--- config.mk ---
export PLATFORM = sky130hd
export DESIGN_NAME = bus_dma_master_flat
export DESIGN_NICKNAME = d
export VERILOG_FILES = /design/src/rtl/bus_dma_master_if.sv /design/src/rtl/bus_dma_master.sv /design/src/flat_wrapper.sv
export SDC_FILE = /design/constraint.sdc
export NUM_CORES = 1
export LEC_CHECK = 0
export CAP_MARGIN = 10
export CORE_AREA = 4 4 160 100
export DETAILED_ROUTE_END_ITERATION = 6
export DIE_AREA = 0 0 164 104
export GPL_TIMING_DRIVEN = 0
export PLACE_DENSITY_LB_ADDON = 0.2
export REMOVE_ABC_BUFFERS = 1
export SYNTH_ARGS = -nofsm -noshare
export SYNTH_HDL_FRONTEND = slang
export SYNTH_SLANG_ARGS = --single-unit
--- constraint.sdc ---
create_clock -name clk -period 1.9 [get_ports clk]
set_input_delay 0.19 -clock clk [delete_from_list [all_inputs] [get_ports clk]]
set_output_delay 0.19 -clock clk [all_outputs]
set_load 0.05 [all_outputs]
--- src/rtl/bus_dma_master_if.sv ---
// Shared-bus master slot signals for the 64-bit 2-master/2-slave bus.
// The master drives request/address/data and the fabric returns grant and read data.
interface bus_dma_master_if #(
    parameter int ADDR_W = 8,
    parameter int DATA_W = 64
);
    logic              m_req;
    logic              m_wr;
    logic [ADDR_W-1:0] m_address;
    logic [DATA_W-1:0] m_dout;
    logic              m_grant;
    logic [DATA_W-1:0] m_din;

    modport master (
        output m_req,
        output m_wr,
        output m_address,
        output m_dout,
        input  m_grant,
        input  m_din
    );

    modport slave (
        input  m_req,
        input  m_wr,
        input  m_address,
        input  m_dout,
        output m_grant,
        output m_din
    );
endinterface

--- src/rtl/bus_dma_master.sv ---
// Word-copy bus initiator: one read then one write per word, bus held for the whole copy.
// Define BUS_DMA_CSUM_EN to add the csum port (XOR of every counted write).
//
// state | meaning
// IDLE  | waiting for start
// REQ   | bus requested, waiting for grant
// RD    | source address on the bus
// CAP   | read data captured from m_din
// WR    | destination address and data on the bus
// NEXT  | advance pointers, decrement count
// DONE  | bus released, done pulse
module bus_dma_master #(
    parameter int ADDR_W = 8,
    parameter int DATA_W = 64,
    parameter int LEN_W  = 5
) (
    input  logic              clk,
    input  logic              reset_n,
    input  logic              start,
    input  logic [ADDR_W-1:0] src_addr,
    input  logic [ADDR_W-1:0] dst_addr,
    input  logic [LEN_W-1:0]  len,
    bus_dma_master_if.master  bus,
    output logic              busy,
    output logic              done
`ifdef BUS_DMA_CSUM_EN
    ,
    output logic [DATA_W-1:0] csum
`endif
);

    localparam logic [2:0] S_IDLE = 3'd0;
    localparam logic [2:0] S_REQ  = 3'd1;
    localparam logic [2:0] S_RD   = 3'd2;
    localparam logic [2:0] S_CAP  = 3'd3;
    localparam logic [2:0] S_WR   = 3'd4;
    localparam logic [2:0] S_NEXT = 3'd5;
    localparam logic [2:0] S_DONE = 3'd6;

    logic [2:0]        state;
    logic [ADDR_W-1:0] src_ptr;
    logic [ADDR_W-1:0] dst_ptr;
    logic [LEN_W-1:0]  count;

    // Outputs are registered with the values of the state being entered;
    // bus.m_dout doubles as the word buffer between CAP and WR.
    always_ff @(posedge clk) begin
        if (!reset_n) begin
            state         <= S_IDLE;
            src_ptr       <= '0;
            dst_ptr       <= '0;
            count         <= '0;
            bus.m_req     <= 1'b0;
            bus.m_wr      <= 1'b0;
            bus.m_address <= '0;
            bus.m_dout    <= '0;
            busy          <= 1'b0;
            done          <= 1'b0;
`ifdef BUS_DMA_CSUM_EN
            csum          <= '0;
`endif
        end else begin
            case (state)
                S_IDLE: begin
                    if (start) begin
                        src_ptr <= src_addr;
                        dst_ptr <= dst_addr;
                        count   <= len;
`ifdef BUS_DMA_CSUM_EN
                        csum    <= '0;
`endif
                        if (len != '0) begin
                            state     <= S_REQ;
                            busy      <= 1'b1;
                            bus.m_req <= 1'b1;
                            bus.m_wr  <= 1'b0;
                        end else begin
                            state <= S_DONE;
                            done  <= 1'b1;
                        end
                    end
                end
                S_REQ: begin
                    if (bus.m_grant) begin
                        state         <= S_RD;
                        bus.m_address <= src_ptr;
                        bus.m_wr      <= 1'b0;
                    end
                end
                S_RD: begin
                    state <= bus.m_grant ? S_CAP : S_REQ;
                end
                S_CAP: begin
                    if (bus.m_grant) begin
                        state         <= S_WR;
                        bus.m_dout    <= bus.m_din;
                        bus.m_address <= dst_ptr;
                        bus.m_wr      <= 1'b1;
                    end else begin
                        state <= S_REQ;
                    end
                end
                S_WR: begin
                    bus.m_wr <= 1'b0;
                    if (bus.m_grant) begin
                        state <= S_NEXT;
`ifdef BUS_DMA_CSUM_EN
                        csum  <= csum ^ bus.m_dout;
`endif
                    end else begin
                        // Write was not seen by the slave; redo the whole word.
                        state <= S_REQ;
                    end
                end
                S_NEXT: begin
                    src_ptr <= src_ptr + 1'b1;
                    dst_ptr <= dst_ptr + 1'b1;
                    count   <= count - 1'b1;
                    if (count == LEN_W'(1)) begin
                        state     <= S_DONE;
                        bus.m_req <= 1'b0;
                        busy      <= 1'b0;
                        done      <= 1'b1;
                    end else begin
                        state         <= S_RD;
                        bus.m_address <= src_ptr + 1'b1;
                    end
                end
                S_DONE: begin
                    done  <= 1'b0;
                    state <= S_IDLE;
                end
                default: begin
                    state <= S_IDLE;
                end
            endcase
        end
    end

endmodule

--- src/flat_wrapper.sv ---
// flat-port wrapper written by rule: the top's interface ports become plain ports
module bus_dma_master_flat 
#(
    parameter int ADDR_W = 8,
    parameter int DATA_W = 64,
    parameter int LEN_W  = 5
)
  (clk, reset_n, start, src_addr, dst_addr, len, busy, done, bus_m_req, bus_m_wr, bus_m_address, bus_m_dout, bus_m_grant, bus_m_din);
  bus_dma_master_if #(.ADDR_W(ADDR_W), .DATA_W(DATA_W)) bus_i ();
  input  logic clk;
  input  logic reset_n;
  input  logic start;
  input  logic [ADDR_W-1:0] src_addr;
  input  logic [ADDR_W-1:0] dst_addr;
  input  logic [LEN_W-1:0] len;
  output logic busy;
  output logic done;
  output wire logic [$bits(bus_i.m_req)-1:0] bus_m_req;
  output wire logic [$bits(bus_i.m_wr)-1:0] bus_m_wr;
  output wire logic [$bits(bus_i.m_address)-1:0] bus_m_address;
  output wire logic [$bits(bus_i.m_dout)-1:0] bus_m_dout;
  input wire logic [$bits(bus_i.m_grant)-1:0] bus_m_grant;
  input wire logic [$bits(bus_i.m_din)-1:0] bus_m_din;
  assign bus_m_req = bus_i.m_req;
  assign bus_m_wr = bus_i.m_wr;
  assign bus_m_address = bus_i.m_address;
  assign bus_m_dout = bus_i.m_dout;
  assign bus_i.m_grant = bus_m_grant;
  assign bus_i.m_din = bus_m_din;
  bus_dma_master #(.ADDR_W(ADDR_W), .DATA_W(DATA_W), .LEN_W(LEN_W)) u_core (.clk(clk), .reset_n(reset_n), .start(start), .src_addr(src_addr), .dst_addr(dst_addr), .len(len), .bus(bus_i), .busy(busy), .done(done));
endmodule
==> reports/metrics.yaml <==
run_status:
  status: "completed"
layout:
  drive_above_1_share_pct: 6.433
  antennaDiodeCount: 0
  fin_util_pct: 44.59
  fin_cells: 882
  fillers: 1446
  nets: 772
  area_growth_pct: 48.74
synthesis:
  synth.distinct_cells: 59
  synthArstFlopShare_pct: 0
  synthCells: 545
  synthFlopType: "dfxtp_1"
  synth.avg_cell_area_um2: 7.909
  synth-compound-area-share_pct: 22.84
  yosysSeqAreaShare_pct: 45.98
  synth_xor_area_share_pct: 0
  synth_adder_area_share_pct: 1.161
  yosys.area_share.simple_pct: 22.87
  synth-edff-count: 0
  synth_top_family_by_area: "simple AND/OR/NAND/NOR gates"
  synthMuxAreaShare_pct: 1.538
  yosys_warnings: 0
  netlist_area_um2: 4310
  ys_seq_elements: 99
power:
  pwr-share-clk_pct: 38.5
  seqPwrFrac_pct: 47.6
  power_frac_comb_pct: 13.9
  intPower_w: 0.003423
  power.leakage_nw: 2.137
  switchingPower_w: 0.001298
  switching_share_pct: 27.49
  ir_worst_vdd_mv: 0.3872
  power_density_nw_per_um2: 736.3
route:
  viasPerCell: 4.974
  drtPass1Iterations: 5
  routed_wirelength_um: 14100
  vias: 4387
  final_antenna_net_count: 0
  wl_per_cell_um: 15.98
  first_iter_violations: 363
  drc: 0
global_routing:
  grt.overflow.total: 0
  grt_pass1_vias: 4169
  antenna_found_initial: 0
  grt_util_all_layers_pct: 16.07
  grt_max_degree: 82
  grt_pass1_wl_um: 22500
critical_path:
  worstPathRequired_ps: 2090
  path_class: "flop to flop"
  path_max_fanout: 13
  startpoint_type: "flop"
  crit_path_end_kind: "flop"
  cp.arrival_ps: 2010
placement:
  numPlacedInstances: 865
  gp_congestion: 0.8448
  dp_hpwl_um: 9993
  port_buffers: 164
clocking:
  cts_num_sinks: 99
  cts_max_level: 3
  cts_tree: "done"
  clock_latency_ps: 340
  cts-root-buf: "clkbuf_16"
  clk_path_buf_depth: 2
  holdBufCountCts: 0
  cts.clk_slew.worst_paths_ps: 80
  numCtsBuffers: 9
sta:
  slew_headroom_pct: 38.98
  tightest_slew_ps: 913.8
  rsz0062_at_grt: "no"
  fin_crit_ps: 1818
  finClkSkew_ps: 8.998
  hold_violations: 0
  finalSetupTns_ps: 0
  max_freq_mhz: 550.1
  slew_violations: 0
  fin_crit_sh_pct: 95.68
  setup_viol: 0
floorplan:
  coreArea_um2: 14380
  io_pins: 165
  die_h_um: 104
  die-width_um: 164
  die_area_um2: 17060
  rows: 34
  start_util_pct: 29.98
min_path:
  min_path_type: "input port to flop"
flow_run:
  max_cap_viol_count: 0
==> metal layers <==
metal	part of all wire, %	GRT usage, %
met5	0	0
met4	1.1	3.531
met3	7.6	4.238
met2	44	24.99
met1	47	22.36
==> layout by cell type (no fill, tap or decap), types with 3 or more instances in the layout <==
cell type	n
a21oi_1	91
a311oi_1	4
a31oi_1	6
and2_1	3
and3_1	3
clkbuf_16	9
clkdlybuf4s50_1	163
clkinv_4	3
dfxtp_1	95
dfxtp_4	3
ha_1	4
inv_1	6
mux2_2	5
nand2_1	151
nand3_1	12
nand3b_1	3
nand4_1	5
nor2_1	17
nor3_1	5
nor4_1	3
o211ai_1	7
o21a_1	3
o21ai_0	20
o221ai_1	4
o22ai_1	3
==> Yosys cell counts (3+ instances only) <==
master	instances	area share [%]
a21oi_1	91	11
a311oi_1	4	0.81
a31oi_1	6	0.87
and2_1	3	0.44
and3_1	4	0.58
buf_2	19	2.2
clkbuf_1	23	2.0
dfxtp_1	99	46
ha_1	4	1.2
inv_1	6	0.52
mux2_2	5	1.3
nand2_1	151	13
nand3_1	13	1.5
nand3b_1	3	0.52
nand4_1	5	0.73
nor2_1	18	1.6
nor3_1	5	0.58
nor4_1	3	0.44
o211ai_1	7	1.2
o21a_1	3	0.52
o21ai_0	20	2.3
o221ai_1	4	0.81
o22ai_1	3	0.44
==> stage by stage <==
stage | total power, W | hold slack, ps | area [µm²] | setup slack [ps]
after floorplan | 0.002576 | 318.3 | 4099 | -700.2
after global placement | 0.002915 | 441.5 | 5988 | -2014
after detailed placement | 0.002937 | 445.5 | 6057 | -878.7
after CTS | 0.004783 | 379.1 | 6394 | 17.86
after global routing | 0.004940 | 381.6 | 6411 | 1.950
final | 0.004720 | 390.3 | 6411 | 82.06
==> repair_timing <==
| item | CTS | global route |
|---|---|---|
| endpoints found under the setup margin | 97 | 89 |
| setup buffers | 1 | 0 |
| resized for setup | 11 | 7 |
| pin swaps | 2 | 0 |
==> area by class of cell <==
| cell class | instances | area, µm² | area share (%) |
|---|---|---|---|
| Sequential cell | 99 | 1994 | 31.11 |
| Tap cell | 198 | 247.7 | 3.864 |
| Clock inverter | 6 | 57.56 | 0.8977 |
| Clock buffer | 10 | 239.0 | 3.728 |
| Multi-Input combinational cell | 393 | 2135 | 33.29 |
| Inverter | 8 | 35.03 | 0.5464 |
| Timing Repair Buffer | 168 | 1703 | 26.56 |
==> critical path: stages (launching register included) <==
cell,delay (ps)
dfxtp_1,420
ha_1,190
or4b_4,480
a22o_4,330
o21ai_0,190
a41oi_1,60
==> logic make-up (layout without fill, tap and decap cells) <==
group           count (synthesis)  count (layout)
mux                             6               6
compound gates                163             163
simple gates                  220             220
buf+inv                        53             192
fa+ha+maj                       4               4
flops                          99              99
==> state kept, by name (all words and copies together) (netlist names) <==
signal,count
u_core.src_ptr,8
u_core.bus.m_dout,64
u_core.bus.m_wr,1
u_core.done,1
u_core.state,3
u_core.count,5
u_core.bus.m_req,1
u_core.bus.m_address,8
u_core.dst_ptr,8
==> power by group through the flow <==
stage	registers (W)	logic, W	clock network (W)
floorplan	0.00235	0.000223	0
detailed placement	0.00229	0.000648	0
finish	0.00225	0.000657	0.00182
CTS	0.00224	0.000658	0.00188
global route	0.00226	0.000708	0.00197
global placement	0.00229	0.000629	0
==> path summary, 6_finish.rpt <==
kind                                       startpoint                      end  slack [ps]  cells past startpoint
worst max-delay path                  u_core.count[0]  u_core.bus.m_address[6]          80                      5
worst min-delay path                    bus_m_din[39]    u_core.bus.m_dout[39]         390                      3
worst max register to register        u_core.count[0]  u_core.bus.m_address[6]          80                      5
worst min register to register  u_core.bus.m_dout[57]    u_core.bus.m_dout[57]         450                      2
Power figures use the tool's default switching activity.
